[config.mk]
export PLATFORM = sky130hd
export DESIGN_NAME = jtag_tap_ctrl
export DESIGN_NICKNAME = d
export VERILOG_FILES = /design/src/rtl/jtag_pkg.sv /design/src/rtl/jtag_tap_fsm.sv /design/src/rtl/jtag_tap_ctrl.sv
export SDC_FILE = /design/constraint.sdc
export NUM_CORES = 1
export LEC_CHECK = 0
export CORE_AREA = 2 2 47 49
export DETAILED_ROUTE_END_ITERATION = 10
export DIE_AREA = 0 0 49 51
export PLACE_DENSITY = 0.69
export SLEW_MARGIN = 20
export SYNTH_ARGS = -nofsm -noshare
export SYNTH_HDL_FRONTEND = slang
export SYNTH_SLANG_ARGS = --single-unit
export TNS_END_PERCENT = 20
[constraint.sdc]
create_clock -name tck -period 1.2 [get_ports tck]
set_input_delay 0.36 -clock tck [delete_from_list [all_inputs] [get_ports tck]]
set_output_delay 0.36 -clock tck [all_outputs]
set_load 0.03 [all_outputs]
[src/rtl/jtag_pkg.sv]
// Shared TAP definitions: state encoding, instruction width and opcodes.
// The state encoding follows the IEEE 1149.1 reference numbering (TLR = 4'hF).
package jtag_pkg;

  localparam int IR_W = 4;

  localparam logic [IR_W-1:0] EXTEST     = 4'b0000;
  localparam logic [IR_W-1:0] SAMPLE     = 4'b0001;
  localparam logic [IR_W-1:0] BYPASS     = '1;
  localparam logic [IR_W-1:0] IR_CAPTURE = 4'b0001;

  typedef enum logic [3:0] {
    EX2_DR = 4'h0,
    EX1_DR = 4'h1,
    SH_DR  = 4'h2,
    PA_DR  = 4'h3,
    SEL_IR = 4'h4,
    UPD_DR = 4'h5,
    CAP_DR = 4'h6,
    SEL_DR = 4'h7,
    EX2_IR = 4'h8,
    EX1_IR = 4'h9,
    SH_IR  = 4'hA,
    PA_IR  = 4'hB,
    RTI    = 4'hC,
    UPD_IR = 4'hD,
    CAP_IR = 4'hE,
    TLR    = 4'hF
  } tap_state_e;

  // Any opcode other than EXTEST/SAMPLE routes the scan path through bypass.
  function automatic logic is_bsr_op(input logic [IR_W-1:0] op);
    return (op == EXTEST) || (op == SAMPLE);
  endfunction

endpackage

[src/rtl/jtag_tap_fsm.sv]
// TAP state register and tms-driven next-state logic.
// state | meaning: TLR reset, RTI idle, SEL select, CAP capture, SH shift,
//       | EX1/EX2 exit, PA pause, UPD update (each for the DR and IR columns)
module jtag_tap_fsm
  import jtag_pkg::*;
(
  input  logic       i_tck,
  input  logic       i_rst,
  input  logic       i_tms,
  output tap_state_e o_state_q
);

  tap_state_e r_state;

  always_ff @(posedge i_tck) begin
    if (i_rst) begin
      r_state <= TLR;
    end else begin
      case (r_state)
        TLR:     r_state <= i_tms ? TLR    : RTI;
        RTI:     r_state <= i_tms ? SEL_DR : RTI;
        SEL_DR:  r_state <= i_tms ? SEL_IR : CAP_DR;
        CAP_DR:  r_state <= i_tms ? EX1_DR : SH_DR;
        SH_DR:   r_state <= i_tms ? EX1_DR : SH_DR;
        EX1_DR:  r_state <= i_tms ? UPD_DR : PA_DR;
        PA_DR:   r_state <= i_tms ? EX2_DR : PA_DR;
        EX2_DR:  r_state <= i_tms ? UPD_DR : SH_DR;
        UPD_DR:  r_state <= i_tms ? SEL_DR : RTI;
        SEL_IR:  r_state <= i_tms ? TLR    : CAP_IR;
        CAP_IR:  r_state <= i_tms ? EX1_IR : SH_IR;
        SH_IR:   r_state <= i_tms ? EX1_IR : SH_IR;
        EX1_IR:  r_state <= i_tms ? UPD_IR : PA_IR;
        PA_IR:   r_state <= i_tms ? EX2_IR : PA_IR;
        EX2_IR:  r_state <= i_tms ? UPD_IR : SH_IR;
        UPD_IR:  r_state <= i_tms ? SEL_DR : RTI;
        default: r_state <= TLR;
      endcase
    end
  end

  assign o_state_q = r_state;

endmodule

[src/rtl/jtag_tap_ctrl.sv]
// TAP controller top: IR, bypass register, TDO mux and registered BSC strobes.
// Strobes are registered from the pre-edge state, so they lag the state by one tck.
module jtag_tap_ctrl
  import jtag_pkg::*;
(
  input  logic            tck,
  input  logic            rst,
  input  logic            tms,
  input  logic            tdi,
  output logic            tdo,
  output logic            tdo_en,
  output logic            bsr_si,
  input  logic            bsr_so,
  output logic            shift_dr,
  output logic            clock_dr,
  output logic            update_dr,
  output logic            mode,
  output logic [IR_W-1:0] ir_q,
  output logic [3:0]      tap_state
);

  tap_state_e      w_state;
  logic            w_sel_bsr;
  logic            w_sh_dr;
  logic            w_sh_ir;
  logic [IR_W-1:0] r_ir_shift;
  logic [IR_W-1:0] r_ir_q;
  logic            r_bypass;
  logic            r_tdo;
  logic            r_tdo_en;
  logic            r_shift_dr;
  logic            r_clock_dr;
  logic            r_update_dr;

  jtag_tap_fsm u_fsm (
    .i_tck     (tck),
    .i_rst     (rst),
    .i_tms     (tms),
    .o_state_q (w_state)
  );

  assign w_sel_bsr = is_bsr_op(r_ir_q);
  assign w_sh_dr   = (w_state == SH_DR);
  assign w_sh_ir   = (w_state == SH_IR);

  always_ff @(posedge tck) begin
    if (rst) begin
      r_ir_shift  <= '0;
      r_ir_q      <= BYPASS;
      r_bypass    <= 1'b0;
      r_tdo       <= 1'b0;
      r_tdo_en    <= 1'b0;
      r_shift_dr  <= 1'b0;
      r_clock_dr  <= 1'b0;
      r_update_dr <= 1'b0;
    end else begin
      if (w_state == CAP_IR)
        r_ir_shift <= IR_CAPTURE;
      else if (w_sh_ir)
        r_ir_shift <= {tdi, r_ir_shift[IR_W-1:1]};

      if (w_state == TLR)
        r_ir_q <= BYPASS;
      else if (w_state == UPD_IR)
        r_ir_q <= r_ir_shift;

      if (w_state == CAP_DR)
        r_bypass <= 1'b0;
      else if (w_sh_dr)
        r_bypass <= tdi;

      if (w_sh_ir)
        r_tdo <= r_ir_shift[0];
      else if (w_sh_dr)
        r_tdo <= w_sel_bsr ? bsr_so : r_bypass;
      else
        r_tdo <= 1'b0;

      r_tdo_en    <= w_sh_ir | w_sh_dr;
      r_shift_dr  <= w_sh_dr;
      r_clock_dr  <= w_sel_bsr & ((w_state == CAP_DR) | w_sh_dr);
      r_update_dr <= w_sel_bsr & (w_state == UPD_DR);
    end
  end

  assign bsr_si    = tdi;
  assign mode      = (r_ir_q == EXTEST);
  assign ir_q      = r_ir_q;
  assign tap_state = w_state;
  assign tdo       = r_tdo;
  assign tdo_en    = r_tdo_en;
  assign shift_dr  = r_shift_dr;
  assign clock_dr  = r_clock_dr;
  assign update_dr = r_update_dr;

endmodule
==> run metrics <==
crit path time final=between 1.5 and 2 ns; DRT antenna net count=0; final net count=129; worst slew pin tran=approximately 0.22 ns; antenna cells=0; core area=between 2000 and 2500 um2; die width=between 40 and 50 um; syn nets=92; max-slew violation count=0; unrepaired setup endpoints after global routing=yes; Max Cap Viol=0; failing checks=negative setup slack; row count=17; die area=between 2000 and 2500 um2; Root Buffer=clkbuf_4; area leader, netlist=dfxtp_1; synthesis-to-finish area growth=57.7%; Final Hold Slack=a little over 0.4 ns; post-synth top area share=between 40% and 50%; count of cell types in the netlist=31; #FFs+latches synth=18; Num CTS Buffers=3; VDD IR-drop max=between 0.5 and 0.6 mV; top cells by area, synth=dfxtp_1, a21oi_1, nor3_1; crit share post-route=134%; input/output buffers=19; Worst slew margin=a little over four fifths; clock sinks=18; Detailed Route Iter0 Violations=5; Yosys warnings=0; Post-synth EDFFs=0; Fin Setup TNS=-0.781 ns; TritonCTS clock tree=built; Post-synth top cells=dfxtp_1, a21oi_1, nor3_1; power density cells=between 1000 and 1500 nW/um2; Post-Route WL=about 1900 um; dpl hpwl=between 1000 and 1500 um; status=finished with violations; register area=~390 um2; Reg clk slew, reported paths=approximately 0.10 ns; average cell area after synthesis=8.84 um2; P_leak=approximately 0.52 nW; vias in the first global route=665; top_reg_cell synth=dfxtp_1; Final Wtd Congestion=between 0.7 and 0.8; final setup vio count=9; slack of the critical path=-0.403 ns; area of the multi-input gates=415 um2; Die Ht=slightly above 50 um; ys async rst share=0%; grt ovf=0; WL per Instance=between 10 and 15 um; maximum root-to-sink buffer count=2; Hold WC Path Type=input port to register; fmax=about 620 MHz; CP Max Fanout=2; vias per cell=4.99; CP endpoint kind=primary output; Setup crit start kind=register; Final Instance Count excl. Fillers=150; synthesized area=about 770 um2; Worst-Skew Late Latency=0.30 ns; drt pass-1 iters=4; GRT Total Usage=between 10% and 20%; largest net degree at the start of global routing=14; starting density of the core=37.3%; Crit path arrival time=about 1.2 ns; routed vias=~750; sequential element share of the synthesized area=between 40% and 50%; DRC=0; IO Pins=20; top-count cell post-synth=dfxtp_1; critical path class=register to primary output; cell count after synthesis=a little under 90; first-pass GRT wire length=around 2900 um; Crit path required time=0.84 ns; Clock Skew=0.00355 ns; fillers=~180; share of cells above drive strength 1=a little under half; Placed Cells=140; H-tree depth=1; antenna violations before repair=0; Final Hold Fails=0; Tot Pwr=approximately 0.0014 W
-- metal layers --
layer | track usage [%] | part of all wire (%)
met4 | 12.9 | 2.8
met1 | 17.9 | 45
met5 | 0 | 0
met3 | 2.63 | 3.2
met2 | 25.6 | 49
-- metrics by stage --
stage	worst slack, ns	util, %	instance area (um2)
global placement	-0.397	50.2	1030
floorplan	-0.157	-	795
CTS	-0.416	55.4	1140
global route	-0.456	58.8	1210
detailed placement	-0.436	50.2	1030
finish	-0.403	58.8	1210
-- placed cells by master (no fill, tap or decap), types with 2 or more instances in the layout --
| cell type | synthesis | layout |
|---|---|---|
| nor2_1 | 7 | 6 |
| dfxtp_4 | 0 | 6 |
| o21ai_0 | 2 | 2 |
| nor3_1 | 8 | 6 |
| nor3_2 | 0 | 2 |
| nand3b_1 | 4 | 4 |
| nand3_1 | 2 | 2 |
| a21o_1 | 2 | 2 |
| or3_4 | 0 | 2 |
| dfxtp_2 | 0 | 2 |
| o21bai_1 | 4 | 4 |
| buf_6 | 1 | 14 |
| dfxtp_1 | 18 | 10 |
| clkbuf_4 | 0 | 3 |
| dlygate4sd2_1 | 0 | 2 |
| nand2_1 | 7 | 7 |
| a21oi_1 | 8 | 7 |
| buf_4 | 1 | 20 |
-- logic make-up (layout without fill, tap and decap cells) --
| kind of cell | after synthesis | count (layout) | share of synthesized area [%] |
|---|---|---|---|
| compound gates | 20 | 20 | 16.7 |
| buf+inv | 8 | 43 | 5.85 |
| flops | 18 | 18 | 46.8 |
| simple gates | 41 | 41 | 30.6 |
-- layout make-up --
type / instances / area share (%)
multi-input combinational: 61 / 34.2
sequential: 18 / 31.8
timing repair buffer: 38 / 28.7
tap: 28 / 2.89
clock buffer: 3 / 1.86
inverter: 2 / 0.619
-- path summary, 6_finish.rpt --
path / depth (start not counted) / end / slack [ns] / from
worst min-delay path: 2 / u_fsm.o_state_q[1] / 0.41 / rst
worst max-delay path: 3 / mode / -0.40 / ir_q[3]
worst min register to register: 2 / tdo / 0.46 / r_bypass
worst max register to register: 3 / r_bypass / -0.05 / u_fsm.o_state_q[3]
-- power by group --
part / switching, W / total, W / internal (W) / leakage (nW)
Clock: 0.000188 / 0.000305 / 0.000117 / 0.0138
Sequential: 0.0000501 / 0.000690 / 0.000640 / 0.146
Combinational: 0.000226 / 0.000446 / 0.000220 / 0.363
-- worst max-delay path, stage by stage, from the launching register on --
cell     delay [ns]
dfxtp_2        0.33
or3_4          0.40
nor2_4         0.09
buf_6          0.13
-- what timing repair did --
| item | CTS | global route |
|---|---|---|
| gates resized for setup | 21 | 11 |
| setup buffers | 3 | 4 |
| hold buffers | 0 | 0 |
| pin swaps | 3 | 2 |
| setup endpoints to repair | 15 | 16 |
| hold endpoints to repair | 0 | 0 |
| gates cloned | 0 | 0 |
(Power assumes the default switching activity.)
